===== config.mk =====
export PLATFORM = sky130hd
export DESIGN_NAME = vga_timing_gen_flat
export DESIGN_NICKNAME = d
export VERILOG_FILES = /design/src/rtl/vga_timing_pkg.sv /design/src/rtl/vga_timing_gen_if.sv /design/src/rtl/vga_axis_counter.sv /design/src/rtl/vga_timing_gen.sv /design/src/flat_wrapper.sv
export SDC_FILE = /design/constraint.sdc
export NUM_CORES = 1
export LEC_CHECK = 0
export ABC_AREA = 1
export CAP_MARGIN = 15
export CORE_UTILIZATION = 35
export DETAILED_ROUTE_END_ITERATION = 8
export SKIP_CTS_REPAIR_TIMING = 1
export SYNTH_ARGS = -nofsm -noshare
export SYNTH_HDL_FRONTEND = slang
export SYNTH_SLANG_ARGS = --single-unit

===== constraint.sdc =====
create_clock -name i_clk -period 1.8 [get_ports i_clk]
set_clock_uncertainty 0.1 [all_clocks]
set_input_delay 0.45 -clock i_clk [delete_from_list [all_inputs] [get_ports i_clk]]
set_output_delay 0.45 -clock i_clk [all_outputs]
set_load 0.02 [all_outputs]

===== src/rtl/vga_timing_pkg.sv =====
// Shared constants and types for the VGA raster timing generator (640x480@60 defaults).
// Runtime-programmable timing is enabled by defining VGA_TIMING_PROG_EN.
package vga_timing_pkg;

    localparam int unsigned DEF_CW       = 11;
    localparam int unsigned CFG_W        = DEF_CW;
    localparam int unsigned DEF_H_ACTIVE = 640;
    localparam int unsigned DEF_H_FP     = 16;
    localparam int unsigned DEF_H_SYNC   = 96;
    localparam int unsigned DEF_H_BP     = 48;
    localparam int unsigned DEF_V_ACTIVE = 480;
    localparam int unsigned DEF_V_FP     = 10;
    localparam int unsigned DEF_V_SYNC   = 2;
    localparam int unsigned DEF_V_BP     = 33;
    localparam int unsigned DEF_CLK_DIV  = 2;
    localparam bit          DEF_HS_POL   = 1'b0;
    localparam bit          DEF_VS_POL   = 1'b0;

    localparam logic [2:0] CFG_H_ACTIVE = 3'd0;
    localparam logic [2:0] CFG_H_FP     = 3'd1;
    localparam logic [2:0] CFG_H_SYNC   = 3'd2;
    localparam logic [2:0] CFG_H_BP     = 3'd3;
    localparam logic [2:0] CFG_V_ACTIVE = 3'd4;
    localparam logic [2:0] CFG_V_FP     = 3'd5;
    localparam logic [2:0] CFG_V_SYNC   = 3'd6;
    localparam logic [2:0] CFG_V_BP     = 3'd7;

    typedef struct packed {
        logic [CFG_W-1:0] h_active;
        logic [CFG_W-1:0] h_fp;
        logic [CFG_W-1:0] h_sync;
        logic [CFG_W-1:0] h_bp;
        logic [CFG_W-1:0] v_active;
        logic [CFG_W-1:0] v_fp;
        logic [CFG_W-1:0] v_sync;
        logic [CFG_W-1:0] v_bp;
    } vga_timing_t;

    // Returns cur with the field selected by addr replaced by data.
    function automatic vga_timing_t cfg_write(input vga_timing_t cur, input logic [2:0] addr,
                                              input logic [CFG_W-1:0] data);
        vga_timing_t nxt;
        nxt = cur;
        case (addr)
            CFG_H_ACTIVE: nxt.h_active = data;
            CFG_H_FP:     nxt.h_fp     = data;
            CFG_H_SYNC:   nxt.h_sync   = data;
            CFG_H_BP:     nxt.h_bp     = data;
            CFG_V_ACTIVE: nxt.v_active = data;
            CFG_V_FP:     nxt.v_fp     = data;
            CFG_V_SYNC:   nxt.v_sync   = data;
            CFG_V_BP:     nxt.v_bp     = data;
        endcase
        return nxt;
    endfunction

endpackage


===== src/rtl/vga_timing_gen_if.sv =====
// Raster timing bus between the timing generator (master) and the pixel pipeline (slave).
// Configuration signals exist only when VGA_TIMING_PROG_EN is defined.
interface vga_timing_gen_if #(
    parameter int unsigned CW = 11
);
    logic          pix_en;
    logic [CW-1:0] hcount;
    logic [CW-1:0] vcount;
    logic          hsync;
    logic          vsync;
    logic          blank;
    logic          de;
    logic          line_start;
    logic          frame_start;
`ifdef VGA_TIMING_PROG_EN
    logic          cfg_we;
    logic [2:0]    cfg_addr;
    logic [CW-1:0] cfg_data;
    logic          cfg_commit;
    logic          cfg_busy;

    modport master (
        output pix_en, hcount, vcount, hsync, vsync, blank, de, line_start, frame_start,
        input  cfg_we, cfg_addr, cfg_data, cfg_commit,
        output cfg_busy
    );
    modport slave (
        input  pix_en, hcount, vcount, hsync, vsync, blank, de, line_start, frame_start,
        output cfg_we, cfg_addr, cfg_data, cfg_commit,
        input  cfg_busy
    );
`else
    modport master (
        output pix_en, hcount, vcount, hsync, vsync, blank, de, line_start, frame_start
    );
    modport slave (
        input  pix_en, hcount, vcount, hsync, vsync, blank, de, line_start, frame_start
    );
`endif
endinterface


===== src/rtl/vga_axis_counter.sv =====
// One raster axis: position counter with wrap, plus sync and active decode of the next count.
module vga_axis_counter #(
    parameter int unsigned CW  = 11,
    parameter bit          POL = 1'b0
) (
    input  logic          i_clk,
    input  logic          i_rst_n,
    input  logic          i_adv,
    input  logic [CW-1:0] i_active,
    input  logic [CW-1:0] i_fp,
    input  logic [CW-1:0] i_sync,
    input  logic [CW-1:0] i_bp,
    output logic [CW-1:0] o_count,
    output logic          o_sync,
    output logic          o_last_c,
    output logic          o_active_nx_c
);

    logic [CW-1:0] w_sync_start;
    logic [CW-1:0] w_sync_end;
    logic [CW-1:0] w_total;
    logic [CW-1:0] w_next;
    logic [CW-1:0] r_count;
    logic          r_sync;

    assign w_sync_start = i_active + i_fp;
    assign w_sync_end   = w_sync_start + i_sync;
    assign w_total      = w_sync_end + i_bp;
    assign o_last_c     = (r_count == w_total - CW'(1));

    always_comb begin
        w_next = r_count;
        if (i_adv) begin
            w_next = o_last_c ? '0 : r_count + CW'(1);
        end
    end

    assign o_active_nx_c = (w_next < i_active);

    // Sync is decoded from the next count so it lines up with the count it describes.
    always_ff @(posedge i_clk) begin
        if (!i_rst_n) begin
            r_count <= '0;
            r_sync  <= ~POL;
        end else begin
            r_count <= w_next;
            r_sync  <= ((w_next >= w_sync_start) && (w_next < w_sync_end)) ? POL : ~POL;
        end
    end

    assign o_count = r_count;
    assign o_sync  = r_sync;

endmodule


===== src/rtl/vga_timing_gen.sv =====
// Parametrised VGA raster timing generator: pixel enable divider, H/V counters, sync/blank/strobes.
// Define VGA_TIMING_PROG_EN for runtime-programmable timing applied at frame boundaries.
module vga_timing_gen
    import vga_timing_pkg::*;
#(
    parameter int unsigned H_ACTIVE = DEF_H_ACTIVE,
    parameter int unsigned H_FP     = DEF_H_FP,
    parameter int unsigned H_SYNC   = DEF_H_SYNC,
    parameter int unsigned H_BP     = DEF_H_BP,
    parameter int unsigned V_ACTIVE = DEF_V_ACTIVE,
    parameter int unsigned V_FP     = DEF_V_FP,
    parameter int unsigned V_SYNC   = DEF_V_SYNC,
    parameter int unsigned V_BP     = DEF_V_BP,
    parameter bit          HS_POL   = DEF_HS_POL,
    parameter bit          VS_POL   = DEF_VS_POL,
    parameter int unsigned CLK_DIV  = DEF_CLK_DIV,
    parameter int unsigned CW       = DEF_CW
) (
    input  logic             i_clk,
    input  logic             i_rst_n,
    vga_timing_gen_if.master io_bus
);

    localparam int unsigned DIV_W = (CLK_DIV > 1) ? $clog2(CLK_DIV) : 1;

    localparam vga_timing_t P_CFG = '{
        h_active: CFG_W'(H_ACTIVE), h_fp: CFG_W'(H_FP), h_sync: CFG_W'(H_SYNC), h_bp: CFG_W'(H_BP),
        v_active: CFG_W'(V_ACTIVE), v_fp: CFG_W'(V_FP), v_sync: CFG_W'(V_SYNC), v_bp: CFG_W'(V_BP)
    };

    logic [DIV_W-1:0] r_div;
    logic             r_pix_en;
    logic             r_blank;
    logic             r_de;
    logic             r_line_start;
    logic             r_frame_start;
    logic             w_div_last;
    logic             w_h_last;
    logic             w_v_last;
    logic             w_h_act_nx;
    logic             w_v_act_nx;
    logic             w_line_wrap;
    logic             w_frame_wrap;
    logic [CW-1:0]    w_hcount;
    logic [CW-1:0]    w_vcount;
    logic             w_hsync;
    logic             w_vsync;
    vga_timing_t      w_cfg;

    assign w_div_last   = (r_div == DIV_W'(CLK_DIV - 1));
    assign w_line_wrap  = r_pix_en & w_h_last;
    assign w_frame_wrap = w_line_wrap & w_v_last;

`ifdef VGA_TIMING_PROG_EN
    vga_timing_t r_stage;
    vga_timing_t r_act_cfg;
    logic        r_busy;

    // Staged fields move to the active set only at the frame wrap, so a frame never mixes timings.
    always_ff @(posedge i_clk) begin
        if (!i_rst_n) begin
            r_stage   <= P_CFG;
            r_act_cfg <= P_CFG;
            r_busy    <= 1'b0;
        end else begin
            if (io_bus.cfg_we) begin
                r_stage <= cfg_write(r_stage, io_bus.cfg_addr, CFG_W'(io_bus.cfg_data));
            end
            if (w_frame_wrap && r_busy) begin
                r_act_cfg <= r_stage;
                r_busy    <= 1'b0;
            end else if (io_bus.cfg_commit) begin
                r_busy <= 1'b1;
            end
        end
    end

    assign w_cfg           = r_act_cfg;
    assign io_bus.cfg_busy = r_busy;
`else
    assign w_cfg = P_CFG;
`endif

    vga_axis_counter #(.CW(CW), .POL(HS_POL)) u_h (
        .i_clk         (i_clk),
        .i_rst_n       (i_rst_n),
        .i_adv         (r_pix_en),
        .i_active      (CW'(w_cfg.h_active)),
        .i_fp          (CW'(w_cfg.h_fp)),
        .i_sync        (CW'(w_cfg.h_sync)),
        .i_bp          (CW'(w_cfg.h_bp)),
        .o_count       (w_hcount),
        .o_sync        (w_hsync),
        .o_last_c      (w_h_last),
        .o_active_nx_c (w_h_act_nx)
    );

    vga_axis_counter #(.CW(CW), .POL(VS_POL)) u_v (
        .i_clk         (i_clk),
        .i_rst_n       (i_rst_n),
        .i_adv         (w_line_wrap),
        .i_active      (CW'(w_cfg.v_active)),
        .i_fp          (CW'(w_cfg.v_fp)),
        .i_sync        (CW'(w_cfg.v_sync)),
        .i_bp          (CW'(w_cfg.v_bp)),
        .o_count       (w_vcount),
        .o_sync        (w_vsync),
        .o_last_c      (w_v_last),
        .o_active_nx_c (w_v_act_nx)
    );

    // Divider, pixel enable and the registered blank/strobe outputs.
    always_ff @(posedge i_clk) begin
        if (!i_rst_n) begin
            r_div         <= '0;
            r_pix_en      <= 1'b0;
            r_blank       <= 1'b0;
            r_de          <= 1'b1;
            r_line_start  <= 1'b0;
            r_frame_start <= 1'b0;
        end else begin
            r_div         <= w_div_last ? '0 : r_div + DIV_W'(1);
            r_pix_en      <= w_div_last;
            r_blank       <= ~(w_h_act_nx & w_v_act_nx);
            r_de          <= w_h_act_nx & w_v_act_nx;
            r_line_start  <= w_line_wrap;
            r_frame_start <= w_frame_wrap;
        end
    end

    assign io_bus.pix_en      = r_pix_en;
    assign io_bus.hcount      = w_hcount;
    assign io_bus.vcount      = w_vcount;
    assign io_bus.hsync       = w_hsync;
    assign io_bus.vsync       = w_vsync;
    assign io_bus.blank       = r_blank;
    assign io_bus.de          = r_de;
    assign io_bus.line_start  = r_line_start;
    assign io_bus.frame_start = r_frame_start;

endmodule


===== src/flat_wrapper.sv =====
// flat-port wrapper written by rule: the top's interface ports become plain ports
module vga_timing_gen_flat import vga_timing_pkg::*;
#(
    parameter int unsigned H_ACTIVE = DEF_H_ACTIVE,
    parameter int unsigned H_FP     = DEF_H_FP,
    parameter int unsigned H_SYNC   = DEF_H_SYNC,
    parameter int unsigned H_BP     = DEF_H_BP,
    parameter int unsigned V_ACTIVE = DEF_V_ACTIVE,
    parameter int unsigned V_FP     = DEF_V_FP,
    parameter int unsigned V_SYNC   = DEF_V_SYNC,
    parameter int unsigned V_BP     = DEF_V_BP,
    parameter bit          HS_POL   = DEF_HS_POL,
    parameter bit          VS_POL   = DEF_VS_POL,
    parameter int unsigned CLK_DIV  = DEF_CLK_DIV,
    parameter int unsigned CW       = DEF_CW
)
  (i_clk, i_rst_n, io_bus_pix_en, io_bus_hcount, io_bus_vcount, io_bus_hsync, io_bus_vsync, io_bus_blank, io_bus_de, io_bus_line_start, io_bus_frame_start);
  vga_timing_gen_if #(.CW(CW)) io_bus_i ();
  input  logic i_clk;
  input  logic i_rst_n;
  output wire logic [$bits(io_bus_i.pix_en)-1:0] io_bus_pix_en;
  output wire logic [$bits(io_bus_i.hcount)-1:0] io_bus_hcount;
  output wire logic [$bits(io_bus_i.vcount)-1:0] io_bus_vcount;
  output wire logic [$bits(io_bus_i.hsync)-1:0] io_bus_hsync;
  output wire logic [$bits(io_bus_i.vsync)-1:0] io_bus_vsync;
  output wire logic [$bits(io_bus_i.blank)-1:0] io_bus_blank;
  output wire logic [$bits(io_bus_i.de)-1:0] io_bus_de;
  output wire logic [$bits(io_bus_i.line_start)-1:0] io_bus_line_start;
  output wire logic [$bits(io_bus_i.frame_start)-1:0] io_bus_frame_start;
  assign io_bus_pix_en = io_bus_i.pix_en;
  assign io_bus_hcount = io_bus_i.hcount;
  assign io_bus_vcount = io_bus_i.vcount;
  assign io_bus_hsync = io_bus_i.hsync;
  assign io_bus_vsync = io_bus_i.vsync;
  assign io_bus_blank = io_bus_i.blank;
  assign io_bus_de = io_bus_i.de;
  assign io_bus_line_start = io_bus_i.line_start;
  assign io_bus_frame_start = io_bus_i.frame_start;
  vga_timing_gen #(.H_ACTIVE(H_ACTIVE), .H_FP(H_FP), .H_SYNC(H_SYNC), .H_BP(H_BP), .V_ACTIVE(V_ACTIVE), .V_FP(V_FP), .V_SYNC(V_SYNC), .V_BP(V_BP), .HS_POL(HS_POL), .VS_POL(VS_POL), .CLK_DIV(CLK_DIV), .CW(CW)) u_core (.i_clk(i_clk), .i_rst_n(i_rst_n), .io_bus(io_bus_i));
endmodule

==> metrics.md, run 1 <==
| Metric | Value |
|---|---|
| CP Launch Point | u_core.io_bus.blank |
| Seq/Total Area, Yosys | 0.3456 |
| Clock Sinks | 30 |
| Post-layout power | 0.001296 W |
| Yosys top cell by area | dfxtp_1 |
| Synth Net Count | 276 |
| All-Layer GR Usage | 0.1871 |
| Share of the synthesized area in the top cell type | 0.3456 |
| Hold Violations, Final | 0 |
| R2r setup slk | 0.07 ns |
| First-pass GRT wire length | 7.603 mm |
| Register bit count reported by yosys | 30 |
| Port Buf Inserts | 30 |
| Initial DRC count | 92 |
| Starting density of the core | 0.3655 |
| Nets | 333 |
| Max cap viols | 0 |
| DRC Markers | 0 |
| Clock root buffer | clkbuf_8 |
| Worst hold slack | 0.3121 ns |
| Startpoint type of the worst setup path | flip-flop |
| Num rows | 25 |
| Fmax | 0.5718 GHz |
| Reg2Reg Depth | 12 |
| Number of enable flip-flop cells after synthesis | 0 |
| Critical Path Fanout Max | 1 |
| Vias | 1833 |
| CP Data Arrival Time | 1.20 ns |
| Max Buffers Root-to-Sink | 2 |
| Ports | 31 |
| CTS clk-pin slew, worst paths | 0.07 ns |
| Worst r2r src | u_core.u_h.o_count[0] |
| TritonCTS clock tree | done |
| Die Ht | 72.47 um |
| Total core area | 0.004755 mm^2 |
| Fillers | 493 |
| Max-slew violation count | 0 |
| Slew HR | 0.7652 |
| Avg Inst Size Synth | 6.413 um^2 |
| Async SR Flop Fraction | 0 |
| Setup violations, final | 0 |
| Power Dens Cells | 509.0 mW/mm^2 |
| Die area | 0.005251 mm^2 |
| Buf/Inv on CP | 1 |
| Ranking of synthesized cells by area | dfxtp_1, nand2_1, nor2_1 |
| Hold endpoint | u_core.r_div |
| Max incr delay on CP | 0.61 ns |
| Worst VDD drop | 0.4170 mV |
| Routed Antenna Nets | 0 |
| Diodes inserted | 0 |
| RSZ-0062 raised after global routing | true |
| FF-to-FF End | u_core.io_bus.blank |
| Post-DP HPWL | 3.453 mm |
| Post-Syn Instances | 271 |
| Gpl congestion | 0.8648 |
| Required time of the critical path | 1.25 ns |
| Share of post-route cells with drive strength above 1 | 0.2462 |
| Crit path kind | flip-flop to output port |
| Initial antenna violation count | 0 |
| Synthesis warning total | 0 |
| Largest net degree at the start of global routing | 11 |
| LEAKAGE | 1.512 nW |
| Hold Path Origin | u_core.r_div |
| H-tree Lvls | 2 |
| Congestion Overflow GR | 0 |
| Critical path's top delay family | buffers and inverters |
| Area grow syn2layout | 46.51% |
| Vias/cell | 4.629 |
| Worst-Margin Slew | 0.3515 ns |
| Critical-path cell list | clkdlybuf4s50_1 |
| Fin crit share | 0.9717 |
| Slowest CP cell | clkdlybuf4s50_1 |
| Mapped cell area | 0.001738 mm^2 |
| DIE WIDTH | 72.47 um |
| Number of global-route vias before repair | 1692 |
| FF+latch area | 613.1 um^2 |
| Fin util | 0.5355 |
| Min cycle time layout | 1.749 ns |
| Synth unique cells | 30 |
| Outcome | finished clean |
| Commonest non-fill, non-tap cell in the layout | nand2_1 |
| Most frequent cells in the layout | nand2_1, nor2_1, inv_1 |
| Synth Flop Type | dfxtp_1 |
| CTS Buf Count | 5 |
| WHS Path Cells | 1 |
| Wire length per cell | 11.60 um |
| Total wire length | 4.592 mm |
| Hold/Removal Path Class | flip-flop to flip-flop |
| Area taken by multi-input logic gates | 0.001072 mm^2 |
| DR pass1 iterations | 4 |
| Endpoint class of the critical path | output port |
| Worst skew pair latency | 0.28 ns |
==> worst max-delay path by stage <==
stage	to	slack (ns)	cells past startpoint
2_1_floorplan	u_core.u_v.o_sync	0.005	11
3_3_place_gp	u_core.u_v.o_sync	-0.03	12
3_5_place_dp	u_core.u_v.o_sync	-0.02	12
4_1_cts	io_bus_pix_en	-0.23	1
5_1_grt	u_core.io_bus.blank	-0.05	12
6_report	io_bus_blank	0.05	1
==> logic make-up (layout without fill, tap and decap cells) <==
group                      after synthesis  after routing  share of synthesized area
adders and majority gates                3              3                    0.02160
buffers and inverters                   42            100                    0.09575
DFF                                     30             30                     0.3456
AOI/OAI and AO/OA                        8              8                    0.02952
and+or+nand+nor                        185            185                     0.4924
xor gates and xnor gates                 3              3                    0.01512
==> cells in the mapped netlist (2+ instances only) <==
cell type  instances
clkbuf_1           2
ha_1               3
nand3_1           23
nor3_1             5
nand2_2            4
nor2_4             4
xor2_1             3
nor2_2             5
nand4_1            7
dfxtp_1           30
inv_1             37
nor3b_1            2
nand2_4            2
nor2_1            49
a21oi_1            2
nand2_1           79
==> layout make-up <==
| cell class | instances | share of cell area |
|---|---|---|
| inverters | 39 | 0.05799 |
| repair buffers | 53 | 0.2098 |
| clock buffers | 6 | 0.03243 |
| multi-input cells | 199 | 0.4211 |
| flip-flops and latches | 30 | 0.2408 |
| clock inverters | 2 | 0.004914 |
| well taps | 67 | 0.03292 |
==> report_power, final <==
part / leakage, nW / switching, W / internal, W
clock: 0.0472 / 0.000259 / 0.000307
combinational: 1.22 / 0.0000284 / 0.0000243
sequential: 0.247 / 0.00000735 / 0.000670
total: 1.51 / 0.000295 / 0.00100
==> stage by stage <==
stage                     worst slack (ns)  cell area [um^2]  std cells  TNS [ns]
after global routing              -0.05391              2546        396  -0.05391
after global placement            -0.02576              2256        385  -0.03784
after detailed placement          -0.01691              2256        385  -0.02734
after CTS                          -0.2285              2351        393    -2.654
final                              0.05103              2546        396         0
after floorplan                   0.004574              1740        271         0
==> state kept, by name, summed over array words and instances, names as in the netlist <==
register,cells
u_core.u_h.o_count,11
u_core.u_v.o_count,11
u_core.io_bus.blank,1
u_core.io_bus.de,1
u_core.io_bus.frame_start,1
u_core.io_bus.line_start,1
u_core.io_bus.pix_en,1
u_core.r_div,1
u_core.u_h.o_sync,1
u_core.u_v.o_sync,1
==> per-layer routing <==
metal  up-vias  track usage  part of all wire
met3         5      0.03750             0.039
met5         -            0                 0
met2        43       0.3323              0.50
li1        953            -                 -
met1       832       0.2310              0.45
met4         0      0.04575             0.011
No activity file was read; power rests on OpenSTA's default activity.
==> run 2: changes to the inputs <==
CORE_UTILIZATION = 45   (was 35)
PLACE_DENSITY = 0.7   (was not set)
==> run 2 against run 1 <==
Maximum frequency is 0.59% higher. Critical path depth did not move. Clock-buffer cell count did not move. Sequential cell count unchanged. Sequential power is 0.6% lower. Cell count is 6.6% lower. Clock power is 21% higher. Cell area decreased by 2.7%. Setup slack improved by 0.010 ns. Hold slack gained 0.0022 ns. Critical path type unchanged. Largest cell class unchanged.
==> metrics.md, run 2 (synthesis results as in run 1) <==
| Metric | Value |
|---|---|
| All-Layer GR Usage | 0.2257 (+0.03860) |
| Num rows | 22 (-12%) |
| Gpl congestion | 0.8534 (-1.3%) |
| LEAKAGE | 1.499 nW (-0.88%) |
| Setup violations, final | 0 (unchanged) |
| Max Buffers Root-to-Sink | 2 (unchanged) |
| Critical Path Fanout Max | 1 (unchanged) |
| Wire length per cell | 12.14 um (+4.7%) |
| Ports | 31 (unchanged) |
| Worst skew pair latency | 0.28 ns (about the same) |
| Commonest non-fill, non-tap cell in the layout | nand2_1 |
| Hold Violations, Final | 0 (unchanged) |
| Starting density of the core | 0.4712 (+0.1056) |
| Cell count after placement | 360 (-6.5%) |
| Critical-path cell list | clkdlybuf4s50_1 |
| Outcome | finished clean |
| Share of post-route cells with drive strength above 1 | 0.2081 (-0.03813) |
| Diodes inserted | 0 (unchanged) |
| CTS clk-pin slew, worst paths | 0.06 ns (about the same) |
| Vias | 1833 (unchanged) |
| TritonCTS clock tree | done |
| Fillers | 310 (-37%) |
| Total wire length | 4.493 mm (-2.2%) |
| Fin area | 0.002477 mm^2 (-2.7%) |
| Placed Area | 0.002187 mm^2 (-3.1%) |
| Die Ht | 64.15 um (-11%) |
| Endpoint class of the critical path | output port |
| Fin crit share | 0.9660 (-0.005689) |
| Fmax | 0.5751 GHz (+0.59%) |
| Vias/cell | 4.954 (+7.0%) |
| Worst VDD drop | 0.7152 mV (+72%) |
| Slew HR | 0.7711 (+0.005955) |
| Post-DP HPWL | 3.159 mm (-8.5%) |
| Finished Layout Cells | 370 (-6.6%) |
| Port Buf Inserts | 30 (unchanged) |
| H-tree Lvls | 2 (unchanged) |
| DIE WIDTH | 64.15 um (-11%) |
| Die area | 0.004115 mm^2 (-22%) |
| RSZ-0062 raised after global routing | true |
| Min cycle time layout | 1.739 ns (-0.01024 ns) |
| Power Dens Cells | 569.2 mW/mm^2 (+12%) |
| Initial DRC count | 99 (+7.6%) |
| Total core area | 0.003689 mm^2 (-22%) |
| Nets | 327 (-1.8%) |
| CP Data Arrival Time | 1.19 ns (about the same) |
| Largest net degree at the start of global routing | 11 (unchanged) |
| First-pass GRT wire length | 7.120 mm (-6.4%) |
| CTS Buf Count | 5 (unchanged) |
| Number of global-route vias before repair | 1612 (-4.7%) |
| Worst-Margin Slew | 0.3426 ns (-0.008914 ns) |
| Area grow syn2layout | 42.55% |
| Slowest CP cell | clkdlybuf4s50_1 |
| Max incr delay on CP | 0.60 ns (about the same) |
| Most frequent cells in the layout | nand2_1, nor2_1, inv_1 |
| DR pass1 iterations | 5 (+1) |
| Max-slew violation count | 0 (unchanged) |
| Startpoint type of the worst setup path | flip-flop |
| Clock Sinks | 30 (unchanged) |
| Buf/Inv on CP | 1 (unchanged) |
| Max cap viols | 0 (unchanged) |
| Clock root buffer | clkbuf_8 |
| Required time of the critical path | 1.25 ns (about the same) |
| Initial antenna violation count | 0 (unchanged) |
| DRC Markers | 0 (unchanged) |
| Crit path kind | flip-flop to output port |
| Hold/Removal Path Class | flip-flop to flip-flop |
| Routed Antenna Nets | 0 (unchanged) |
| TNS Setup | 0 ns (unchanged) |
| Critical path's top delay family | buffers and inverters |
| Congestion Overflow GR | 0 (unchanged) |
==> run 2: metal layers <==
layer	vias up	global-route usage	wire length, um
li1	946	-	-
met1	837	0.2593	1880
met3	10	0.05536	189
met2	40	0.3923	2326
met5	-	0	0
met4	0	0.1028	97
==> run 2: through the flow <==
| step | util | hold slack [ns] | total power, W | worst slack, ns |
|---|---|---|---|---|
| finish | 0.6716 | 0.3143 | 0.001410 | 0.06127 |
| CTS | 0.6235 | 0.3162 | 0.001416 | -0.2080 |
| global route | 0.6716 | 0.3469 | 0.001466 | -0.01658 |
| floorplan | - | 0.2924 | 0.0007152 | 0.004574 |
| detailed placement | 0.5929 | 0.3073 | 0.0007406 | -0.02851 |
| global placement | 0.5929 | 0.3034 | 0.0007409 | 0.008165 |
==> run 2: worst paths after layout <==
path                    startpoint                   to  slack (ns)  cells past startpoint
min reg2reg           u_core.r_div         u_core.r_div        0.31                      1
max              u_core.u_h.o_sync         io_bus_hsync        0.06                      1
max reg2reg  u_core.u_h.o_count[0]  u_core.io_bus.blank        0.09                     12
min                   u_core.r_div         u_core.r_div        0.31                      1
==> run 2: final cells by class <==
| cell class | instances | area (um^2) | area share |
|---|---|---|---|
| timing repair buffer | 47 | 485.5 | 0.1960 |
| clock inverter | 1 | 30.03 | 0.01212 |
| tap | 48 | 60.06 | 0.02424 |
| clock buffer | 6 | 82.58 | 0.03333 |
| inverter | 39 | 147.6 | 0.05960 |
| multi-input combinational | 199 | 1052 | 0.4247 |
| sequential | 30 | 619.3 | 0.2500 |
==> run 2: where the power goes <==
part	switching, W	leakage, nW	internal (W)	total [W]
Sequential	0.00000685	0.248	0.000667	0.000674
Clock	0.000241	0.0573	0.000442	0.000683
Combinational	0.0000300	1.19	0.0000235	0.0000535
==> run 3: changes to the inputs <==
REMOVE_ABC_BUFFERS = 1   (was not set)
SKIP_LAST_GASP = 1   (was not set)
==> run 3 against run 2 <==
Sequential share of layout area is 0.090 points higher. Cell area is 1.4% lower. Critical path depth up 11. Utilization shrank 0.92 points. Global-route usage down 0.20 points. Register-to-register slack worse by 0.08 ns. Hold slack lost 0.0027 ns. Combinational power hardly changed. Largest power group is now sequential cells.
==> metrics.md, run 3 (synthesis results as in run 1) <==
| Metric | Value |
|---|---|
| Max incr delay on CP | 0.36 ns (-0.24 ns) |
| Max Buffers Root-to-Sink | 2 (unchanged) |
| Routed Antenna Nets | 0 (unchanged) |
| Largest net degree at the start of global routing | 14 (+3) |
| Diodes inserted | 0 (unchanged) |
| Finished Layout Cells | 368 (-0.54%) |
| Share of post-route cells with drive strength above 1 | 0.2219 (+0.01380) |
| Hold Path Origin | u_core.r_div |
| Setup WS post-layout | 0.005046 ns (-0.05622 ns) |
| TritonCTS clock tree | done |
| Initial DRC count | 105 (+6.1%) |
| Num rows | 22 (unchanged) |
| CP Data Arrival Time | 1.87 ns (+0.68 ns) |
| R2r setup slk | 0.005 ns (-0.08 ns) |
| Fin area | 0.002444 mm^2 (-1.4%) |
| Worst r2r src | u_core.u_h.o_count[1] |
| Commonest non-fill, non-tap cell in the layout | nand2_1 |
| Port Buf Inserts | 30 (unchanged) |
| Post-layout power | 0.001265 W (-10%) |
| Clock root buffer | clkbuf_8 |
| Vias/cell | 4.905 (-0.99%) |
| Initial antenna violation count | 0 (unchanged) |
| RSZ-0062 raised after global routing | true |
| Max cap viols | 0 (unchanged) |
| Most frequent cells in the layout | nand2_1, nor2_1, inv_1 |
| Critical Path Fanout Max | 6 (+5) |
| FF-to-FF End | u_core.io_bus.blank |
| Post-DP HPWL | 3.203 mm (+1.4%) |
| Critical path's top delay family | simple AND/OR/NAND/NOR gates |
| CTS Buf Count | 5 (unchanged) |
| Hold Violations, Final | 0 (unchanged) |
| All-Layer GR Usage | 0.2237 (-0.001968) |
| CTS clk-pin slew, worst paths | 0.06 ns (about the same) |
| Min cycle time layout | 1.795 ns (+0.05622 ns) |
| Fin crit share | 0.9972 (+0.03123) |
| Starting density of the core | 0.4712 (unchanged) |
| Power Dens Cells | 517.9 mW/mm^2 (-9.0%) |
| Congestion Overflow GR | 0 (unchanged) |
| Slowest CP cell | dfxtp_2 |
| First-pass GRT wire length | 6.948 mm (-2.4%) |
| Clock Sinks | 30 (unchanged) |
| Outcome | finished clean |
| Endpoint class of the critical path | flip-flop |
| LEAKAGE | 1.482 nW (-1.2%) |
| Cell count along the critical path | 12 (+11) |
| Reg2Reg Depth | 12 (unchanged) |
| Setup violations, final | 0 (unchanged) |
| Required time of the critical path | 1.87 ns (+0.62 ns) |
| Number of global-route vias before repair | 1604 (-0.50%) |
| Total core area | 0.003689 mm^2 (unchanged) |
| Ports | 31 (unchanged) |
| Placed Area | 0.002177 mm^2 (-0.46%) |
| Wire length per cell | 12.03 um (-0.96%) |
| Nets | 326 (-0.31%) |
| Die Ht | 64.15 um (unchanged) |
| Slew HR | 0.8197 (+0.04858) |
| DIE WIDTH | 64.15 um (unchanged) |
| DR pass1 iterations | 4 (-1) |
| Worst-Margin Slew | 0.2701 ns (-0.07249 ns) |
| H-tree Lvls | 2 (unchanged) |
| WHS Path Cells | 1 (unchanged) |
| Most used cell, CP | nand2_2 |
| Buf/Inv on CP | 0 (-1) |
| Worst skew pair latency | 0.28 ns (about the same) |
| Hold endpoint | u_core.r_div |
| Cell count after placement | 359 (-0.28%) |
| Startpoint type of the worst setup path | flip-flop |
| Die area | 0.004115 mm^2 (unchanged) |
| Total wire length | 4.426 mm (-1.5%) |
| Worst VDD drop | 0.5266 mV (-26%) |
| Fmax | 0.5571 GHz (-3.1%) |
| Critical-path cell list | ha_4 -> nand2_2 -> nor2_4 -> nand3_2 -> nor2_4 -> nand2_2 -> nand2_2 -> nor2_2 -> nand2_1 -> nand2_1 -> nor2_1 -> nor2_1 |
| Crit path kind | flip-flop to flip-flop |
| Area grow syn2layout | 40.60% |
| Hold/Removal Path Class | flip-flop to flip-flop |
| Fin util | 0.6625 (-0.009159) |
| Vias | 1805 (-1.5%) |
| Place WS | -0.06207 ns (-0.03357 ns) |
| Max-slew violation count | 0 (unchanged) |
| Gpl congestion | 0.8569 (+0.41%) |
| DRC Markers | 0 (unchanged) |
## run 3: cell count changes in the layout (fill, tap and decap cells not counted), sizes merged
cell,change
buf,-1
bufinv,-1
## run 3: where the power goes
group | total [W] | switching (W) | internal, W
combinational | 0.0000537 | 0.0000296 | 0.0000241
clock | 0.000535 | 0.000240 | 0.000294
sequential | 0.000677 | 0.00000643 | 0.000671
total | 0.00127 | 0.000277 | 0.000989
## run 3: worst max path at each step
| stage | start | to |
|---|---|---|
| floorplan | u_core.u_h.o_count[1] | u_core.io_bus.blank |
| global placement | u_core.u_h.o_count[0] | u_core.u_v.o_sync |
| detailed placement | u_core.u_h.o_count[0] | u_core.io_bus.blank |
| CTS | u_core.u_v.o_count[0] | io_bus_vcount[0] |
| global route | u_core.u_h.o_count[1] | u_core.io_bus.blank |
| finish | u_core.u_h.o_count[1] | u_core.io_bus.blank |
## run 3: metal layers
layer	share of wire	track usage	vias up	wire [um]
li1	-	-	939	-
met1	0.47	0.2623	822	2080
met2	0.48	0.3737	37	2116
met3	0.038	0.06607	7	167
met4	0.014	0.1028	0	61
met5	0	0	-	0
## run 3: final cells by class
| type | instances | area, um^2 |
|---|---|---|
| Inverter | 39 | 147.6 |
| Multi-Input combinational cell | 199 | 1062 |
| Tap cell | 48 | 60.06 |
| Timing Repair Buffer | 46 | 478.0 |
| Clock buffer | 6 | 82.58 |
| Fill cell | 346 | 1245 |
| Sequential cell | 30 | 613.1 |
## run 3: worst reg2reg max path, cell delays in order, from the launching register on
cell and delay [ns]:
dfxtp_2 0.36, ha_4 0.17, nand2_2 0.08, nor2_4 0.16
nand3_2 0.11, nor2_4 0.22, nand2_2 0.09, nand2_2 0.08
nor2_2 0.04, nand2_1 0.08, nand2_1 0.07, nor2_1 0.08
nor2_1 0.04
## run 3: per-stage QoR
stage | setup TNS (ns) | hold slack [ns]
after floorplan | -0.06298 | 0.2924
after global placement | -0.1090 | 0.3008
after detailed placement | -0.1654 | 0.3063
after CTS | -2.695 | 0.3147
after global routing | -0.2271 | 0.3526
final | 0 | 0.3116
